<file path="src/rtl/key_pulse_conditioner_pkg.sv">
// Shared definitions for the key pulse conditioner: key indices and per-key debounce FSM states.
package key_pulse_conditioner_pkg;

    localparam int NUM_KEYS    = 5;
    localparam int KEY_RESTART = 0;
    localparam int KEY_LEFT    = 1;
    localparam int KEY_RIGHT   = 2;
    localparam int KEY_UP      = 3;
    localparam int KEY_DOWN    = 4;

    typedef enum logic [1:0] {
        IDLE         = 2'd0,
        PRESS_WAIT   = 2'd1,
        HELD         = 2'd2,
        RELEASE_WAIT = 2'd3
    } key_state_t;

endpackage

</file>
<file path="src/rtl/key_debounce_fsm.sv">
// One key: 2-flop synchroniser, stability counter and debounce FSM.
// held_o is registered; press_evt_o is the combinational "entering HELD" strobe.
module key_debounce_fsm
    import key_pulse_conditioner_pkg::*;
#(
    parameter int DEBOUNCE_CYCLES = 1000000,
    parameter int CNT_WIDTH       = 20
) (
    input  logic clk,
    input  logic rst,
    input  logic key_i,
    output logic held_o,
    output logic press_evt_o
);

    localparam logic [CNT_WIDTH-1:0] CNT_LAST = CNT_WIDTH'(DEBOUNCE_CYCLES - 1);
    localparam logic [CNT_WIDTH-1:0] CNT_ONE  = CNT_WIDTH'(1);

    logic                 sync1_q;
    logic                 sync2_q;
    key_state_t           state_q;
    logic [CNT_WIDTH-1:0] cnt_q;
    logic                 held_q;

    always_ff @(posedge clk or posedge rst) begin
        if (rst) begin
            sync1_q <= 1'b0;
            sync2_q <= 1'b0;
            state_q <= IDLE;
            cnt_q   <= '0;
            held_q  <= 1'b0;
        end else begin
            sync1_q <= key_i;
            sync2_q <= sync1_q;
            case (state_q)
                IDLE: begin
                    if (sync2_q) begin
                        state_q <= PRESS_WAIT;
                        cnt_q   <= '0;
                    end
                end
                PRESS_WAIT: begin
                    if (!sync2_q) begin
                        state_q <= IDLE;
                    end else if (cnt_q == CNT_LAST) begin
                        state_q <= HELD;
                        held_q  <= 1'b1;
                    end else begin
                        cnt_q <= cnt_q + CNT_ONE;
                    end
                end
                HELD: begin
                    if (!sync2_q) begin
                        state_q <= RELEASE_WAIT;
                        cnt_q   <= '0;
                    end
                end
                RELEASE_WAIT: begin
                    // Bounce back to HELD without a new event.
                    if (sync2_q) begin
                        state_q <= HELD;
                    end else if (cnt_q == CNT_LAST) begin
                        state_q <= IDLE;
                        held_q  <= 1'b0;
                    end else begin
                        cnt_q <= cnt_q + CNT_ONE;
                    end
                end
                default: state_q <= IDLE;
            endcase
        end
    end

    assign held_o      = held_q;
    assign press_evt_o = (state_q == PRESS_WAIT) && sync2_q && (cnt_q == CNT_LAST);

endmodule

</file>
<file path="src/rtl/key_pulse_conditioner.sv">
// Five debounced push-buttons to one-cycle registered press pulses.
// Direction pulses are mutually exclusive (Left > Right > Up > Down); restart is independent.
module key_pulse_conditioner
    import key_pulse_conditioner_pkg::*;
#(
    parameter int DEBOUNCE_CYCLES = 1000000,
    parameter int CNT_WIDTH       = 20,
    parameter int KEY_ACTIVE_LOW  = 1
) (
    input  logic                clk,
    input  logic                rst,
    input  logic [NUM_KEYS-1:0] key_raw,
    output logic                RESTARTdown,
    output logic                LeftDown,
    output logic                RightDown,
    output logic                UpDown,
    output logic                DownDown,
    output logic [NUM_KEYS-1:0] key_held
);

    logic [NUM_KEYS-1:0] key_norm;
    logic [NUM_KEYS-1:0] press_evt;
    logic [NUM_KEYS-1:0] held;
    logic [NUM_KEYS-1:0] pulse_d;
    logic [NUM_KEYS-1:0] pulse_q;

    assign key_norm = (KEY_ACTIVE_LOW != 0) ? ~key_raw : key_raw;

    for (genvar i = 0; i < NUM_KEYS; i++) begin : g_key
        key_debounce_fsm #(
            .DEBOUNCE_CYCLES(DEBOUNCE_CYCLES),
            .CNT_WIDTH      (CNT_WIDTH)
        ) u_fsm (
            .clk        (clk),
            .rst        (rst),
            .key_i      (key_norm[i]),
            .held_o     (held[i]),
            .press_evt_o(press_evt[i])
        );
    end

    // Losing direction events are dropped, never deferred.
    always_comb begin
        pulse_d              = '0;
        pulse_d[KEY_RESTART] = press_evt[KEY_RESTART];
        pulse_d[KEY_LEFT]    = press_evt[KEY_LEFT];
        pulse_d[KEY_RIGHT]   = press_evt[KEY_RIGHT] && !press_evt[KEY_LEFT];
        pulse_d[KEY_UP]      = press_evt[KEY_UP] && !press_evt[KEY_LEFT] && !press_evt[KEY_RIGHT];
        pulse_d[KEY_DOWN]    = press_evt[KEY_DOWN] && !press_evt[KEY_LEFT] && !press_evt[KEY_RIGHT]
                               && !press_evt[KEY_UP];
    end

    always_ff @(posedge clk or posedge rst) begin
        if (rst) begin
            pulse_q <= '0;
        end else begin
            pulse_q <= pulse_d;
        end
    end

    assign RESTARTdown = pulse_q[KEY_RESTART];
    assign LeftDown    = pulse_q[KEY_LEFT];
    assign RightDown   = pulse_q[KEY_RIGHT];
    assign UpDown      = pulse_q[KEY_UP];
    assign DownDown    = pulse_q[KEY_DOWN];
    assign key_held    = held;

endmodule

</file>
<file path="config.mk">
export PLATFORM = sky130hd
export DESIGN_NAME = key_pulse_conditioner
export DESIGN_NICKNAME = d
export VERILOG_FILES = /design/src/rtl/key_pulse_conditioner_pkg.sv /design/src/rtl/key_debounce_fsm.sv /design/src/rtl/key_pulse_conditioner.sv
export SDC_FILE = /design/constraint.sdc
export NUM_CORES = 1
export LEC_CHECK = 0
export BUFFER_PORTS_ARGS = -buffer_cell sky130_fd_sc_hd__buf_2
export CORE_MARGIN = 2
export CORE_UTILIZATION = 35
export DETAILED_ROUTE_END_ITERATION = 8
export GPL_ROUTABILITY_DRIVEN = 0
export GPL_TIMING_DRIVEN = 0
export MAX_ROUTING_LAYER = met4
export SLEW_MARGIN = 10
export SYNTH_ARGS = -nofsm -noshare
export SYNTH_HDL_FRONTEND = slang
export SYNTH_SLANG_ARGS = --single-unit
</file>
<file path="constraint.sdc">
create_clock -name clk -period 5 [get_ports clk]
set_input_delay 1 -clock clk [delete_from_list [all_inputs] [get_ports clk]]
set_output_delay 1 -clock clk [all_outputs]
set_load 0.05 [all_outputs]
</file>
* Word-level counts from Yosys, hierarchy flattened
Index checks and enable logic that the tools add are counted.
** Storage, ports and cells
- Bits in registers :: 130
- Bits in latches :: 0
- Bits in writable memories :: 0
- ROM bits :: 0
- Input port bits :: 7
- Output and inout bits :: 10
- Word-level logic and storage cells :: 226
- Memories :: 0
** Operators by class
- Add/subtract/negate cells :: 5
- $mul :: 0
- Divide/modulo/power cells :: 0
- $lt $le $gt $ge :: 0
- Equality and inequality tests :: 60
- Shift-type cells :: 0
- Mux-type cells :: 90
- Bitwise operators :: 1
- Reductions and logical operators :: 44
** Operator list (count)
- 2-to-1 mux 20 bit :: 25
- case mux 20 bit (4 select lines) :: 5
- adder 20 x 1 -> 20 bit, second input constant :: 5
- == test 20 bit, second input constant :: 5
- 2-to-1 mux 2 bit :: 30
- inequality test 2 x 1 -> 1 bit, second input constant :: 20
- case mux 2 bit (4 select lines) :: 5
- AND reduction 4 bit :: 10
- AND reduction 5 bit :: 5
- == test 2 bit, second input constant :: 10
- 2-to-1 mux 1 bit :: 20
- inequality test 2 bit, second input constant :: 10
- logical AND 1 bit :: 16
- inequality test 3 x 1 -> 1 bit, second input constant :: 5
- inequality test 3 bit, second input constant :: 5
- == test 2 x 1 -> 1 bit, second input constant :: 5
- zero test 2 bit :: 5
- case mux 1 bit (2 select lines) :: 5
- nonzero test 2 bit :: 5
- inverter 5 bit :: 1
- zero test 1 bit :: 3

* Depth between registers and ports, before layout
- Word-level depth :: 7
- Gate-level depth with buffers :: 7
- Depth with buffers taken out :: 6

* Modules after synthesis
From an unflattened synthesis, not the netlist that was laid out.
** Unflattened totals
- Cell total of the unflattened synthesis :: 757
- Area, all modules :: 7083.0 um2
** By module, submodules not included
- key_debounce_fsm at g_key[0].u_fsm ... :: times used 4, cells each 146, area an instance 1343.8 um2
- key_debounce_fsm at g_key[4].u_fsm :: times used 1, cells each 159, area an instance 1531.5 um2
- key_pulse_conditioner :: times used 1, cells each 14, area an instance 176.4 um2

* Worst setup path before layout
No wires, ideal clock.
- Path type :: reg-to-reg
- From :: register g_key[3].u_fsm.cnt_q[13]
- To :: register g_key[3].u_fsm.held_q
- Setup time :: 126 ps
- Arrival time :: 1885 ps
- Data required time :: 4874 ps
- Slack :: 2989 ps
- Cell stages (with the launch flop) :: 6
- Path through :: dfrtp_1 -> or4b_2 -> nor4_1 -> nand3_2 -> o32ai_1 -> nor2_1
** On the way
- Longest elaborated chain between the ends :: 3
** Ends and longest elaborated chain
- start: declaration :: line key_debounce_fsm.sv:22 : logic [CNT_WIDTH-1:0] cnt_q;
- start signal: assignment :: line key_debounce_fsm.sv:49 : cnt_q <= cnt_q + CNT_ONE;
- start signal: assignment :: line key_debounce_fsm.sv:66 : cnt_q <= cnt_q + CNT_ONE;
- == test 20 bit * :: line key_debounce_fsm.sv:45, key_debounce_fsm.sv:62
- inequality test 2 x 1 -> 1 bit (no line)
- AND reduction 5 bit (no line) *
- end signal: assignment :: line key_debounce_fsm.sv:31 : held_q <= 1'b0;
- end signal: assignment :: line key_debounce_fsm.sv:47 : held_q <= 1'b1;
- end signal: assignment :: line key_debounce_fsm.sv:64 : held_q <= 1'b0;
- end: declaration :: line key_debounce_fsm.sv:23 : logic held_q;
Mark *: on every way between the ends. The rest lies on a longest branch, timed or not.
A chain may end at the register's enable or synchronous reset.

* Worst setup path in the final report
- From :: register g_key[2].u_fsm.cnt_q[0]
- To :: register g_key[2].u_fsm.cnt_q[13]
** On the way
- Longest elaborated chain between the ends :: 4
** Ends and longest elaborated chain
- start: declaration :: line key_debounce_fsm.sv:22
- start signal: assignment :: line key_debounce_fsm.sv:49
- start signal: assignment :: line key_debounce_fsm.sv:66
- adder 20 x 1 -> 20 bit or == test 20 bit (tied branches)
- 2-to-1 mux 20 bit * :: line key_debounce_fsm.sv:45, key_debounce_fsm.sv:62
- 2-to-1 mux 20 bit (on tied branches) :: line key_debounce_fsm.sv:60, key_debounce_fsm.sv:43
- case mux 20 bit (4 select lines) * :: line key_debounce_fsm.sv:35 : case (state_q)
Mark *: on every way between the ends. The rest lies on a longest branch, timed or not. The select of a mux whose other input is x is not followed.

==> summary.md <==
| Metric | Value |
|---|---|
| Clk slew on worst S/H paths | 60 ps |
| Max Slew Vio Count | 0 |
| Wire length per cell | 13.8 um |
| Clock Tree Root | clkbuf_16 |
| Cell Pwr Density | 311 nW/um^2 |
| Final hold slack | 346 ps |
| DR vias/cell | 5.35 |
| Min Clock Period, post-route | 2310 ps |
| Mux cell area share after synthesis | 1.61% |
| IO Count | 17 |
| Die height | 142 um |
| Mapped Area | 6670 um^2 |
| Sequential area share after synthesis | 48.8% |
| # DRC | 0 |
| Number of enable flip-flop cells after synthesis | 0 |
| TritonRoute pass-1 iters | 5 |
| Layout Skew | 7.75 ps |
| Adder-cell area share of the yosys netlist | 0.938% |
| Post-Synthesis Cells | 715 |
| Synth area leaders | dfrtp_1 (49%), nor2_1 (4.7%), nand2_1 (3.9%) |
| Largest area contributor in the netlist | dfrtp_1 |
| Peak VDD IR | 0.239 mV |
| Clock Path Buffers | 2 |
| Clock latency on the worst-skew pair | 420 ps |
| Final Hold Fails | 0 |
| Htree depth | 4 |
| MaxCap Viol Count | 0 |
| Unrepaired setup endpoints after global routing | no |
| Ant. Diodes | 0 |
| CTS Hold Buffers Added | 0 |
| Initial DRC Count | 341 |
| Post-synthesis compound-gate area fraction | 10.7% |
| Fraction of layout cells with a size suffix above 1 | 8.64% |
| Total Routed Length | 13,800 um |
| Rows | 50 |
| Synth cell types | 54 |
| CP Launch Type | register |
| Port bufs | 16 |
| Synth warn | 0 |
| Antenna violations before repair | 0 |
| Post-cts sizing count | 0 |
| Worst-margin pin slew | 996 ps |
| Slew headroom | 33.0% |
| Detailed placement HPWL | 9190 um |
| Synth-to-Final Area Change | 14.5% |
| Initial Util | 35.6% |
| Final Setup Violations | 0 |
| First-pass GRT wire length | 24,100 um |
| Synth Area in Simple Gates | 27.8% |
| Number of buffers created by CTS | 17 |
| Detailed-route via count | 5,344 |
| CTS tree | built |
| # fillers | 1,794 |
| Main combinational cell family by area after synthesis | simple AND/OR/NAND/NOR gates |
| Overflow after GRT | 0 |
| Core area | 18,700 um^2 |
| Vias in the first global route | 4,950 |
| Die ar. | 20,200 um^2 |
| Crit path DAT | 2650 ps |
| Hold/Removal Path Class | reg2reg |
| Clock Sinks | 130 |
| Avg Cell Area, Syn | 9.33 um^2 |
| Status | finished clean |
| Tot GR Track Use | 15.2% |
| Post-synth top area share | 48.8% |
| Worst Path Class, Setup | reg2reg |
| Post-Synth XOR/XNOR Area | 6.96% |
| Die Wd | 142 um |
| Dominant synthesized flop cell | dfrtp_1 |
| Tcrit/Tclk final | 46.2% |
| Yosys reg bits | 130 |
| Post-CTS Setup Inserts | 0 |
| Synth cell count leaders | dfrtp_1 (130), nor2_1 (83), nand2_1 (70) |
| Critical path fanouts, max | 9 |
| Setup TNS | 0 ps |
| Async SR Flop Fraction | 100% |
| Fmax | 433 MHz |
| Leakage | 3.20 nW |
| ANT nets after route | 0 |
| Post-layout nets | 763 |
| CP required | 5340 ps |
| Most frequent cell after synthesis | dfrtp_1 |
| Crit. End Element | register |
| Post-synthesis net count | 727 |
| Pin count of the biggest net entering global routing | 84 |
## metal layers
layer  track usage [%]  wire length, um  up-vias
li1                  -                -     2672
met1              20.2             6860     2589
met2              22.7             6360       69
met3              3.50              397       14
met4              5.89              192        0
met5                 -                0        -
## per-stage QoR
step                      utilization (%)  cell area (um^2)  total power [mW]  worst slack (ps)  instances
after detailed placement             37.8              7070              1.22              2710        966
after global placement               37.6              7040              1.22             -1110        965
after floorplan                         -              6670              1.19               531        715
after CTS                            40.8              7630              2.41              2670        998
after global routing                 40.8              7630              2.48              2420        998
final                                40.8              7630              2.38              2690        998
## final timing paths
kind	from	endpoint	slack [ps]	cells after the start
hold / removal	g_key[1].u_fsm.sync1_q	g_key[1].u_fsm.sync2_q	350	0
setup reg to reg	g_key[2].u_fsm.cnt_q[0]	g_key[2].u_fsm.cnt_q[13]	2690	6
hold reg to reg	g_key[1].u_fsm.sync1_q	g_key[1].u_fsm.sync2_q	350	0
max in group asynchronous	rst	g_key[2].u_fsm.state_q[0]	3640	3
min in group asynchronous	rst	g_key[0].u_fsm.cnt_q[5]	610	2
setup / recovery	g_key[2].u_fsm.cnt_q[0]	g_key[2].u_fsm.cnt_q[13]	2690	6
## worst max-delay path, stage by stage (launching register included)
cell      delay, ps
dfrtp_1         400
ha_1            280
nor4bb_1        260
nand4_1         150
nor3_1          770
o21ai_0         200
a21oi_1         170
## cell families after synthesis
kind of cell	after synthesis
compound gates	112
xor+xnor	53
fa+ha+maj	5
buf+inv	52
flops	130
mux	10
simple gates	353
## state kept, by name, indices dropped and copies added, names as in the netlist, named ones only
register and flops:
g_key.u_fsm.state_q 5, pulse_q 5, g_key.u_fsm.sync2_q 5, g_key.u_fsm.cnt_q 100
g_key.u_fsm.sync1_q 5, g_key.u_fsm.held_o 5
## cell type report
type / count / area (um^2) / share of cell area (%)
repair buffers: 17 / 108 / 1.41
plain buffers: 25 / 115 / 1.51
well taps: 234 / 293 / 3.84
clock buffers: 28 / 507 / 6.64
clock inverters: 4 / 47.5 / 0.623
multi-input cells: 533 / 3200 / 42.0
flip-flops and latches: 130 / 3250 / 42.6
inverters: 27 / 106 / 1.39
## where the power goes
part           total, mW  switching (mW)  internal [mW]
clock network       1.17           0.438          0.735
logic              0.105          0.0739         0.0309
registers           1.10          0.0243           1.07
total               2.38           0.536           1.84
## cells in the final DEF, fill, tap and decap left out, types with 17 or more instances in the layout
cell	count
dfrtp_1	130
xnor2_1	26
clkbuf_1	25
nand3_1	44
nor2_1	83
nand4_1	29
xor2_1	27
nand2_1	70
clkbuf_16	17
nor3_1	28
buf_2	17
inv_1	26
a21oi_1	28
o21ai_0	29
(Power assumes the default switching activity.)
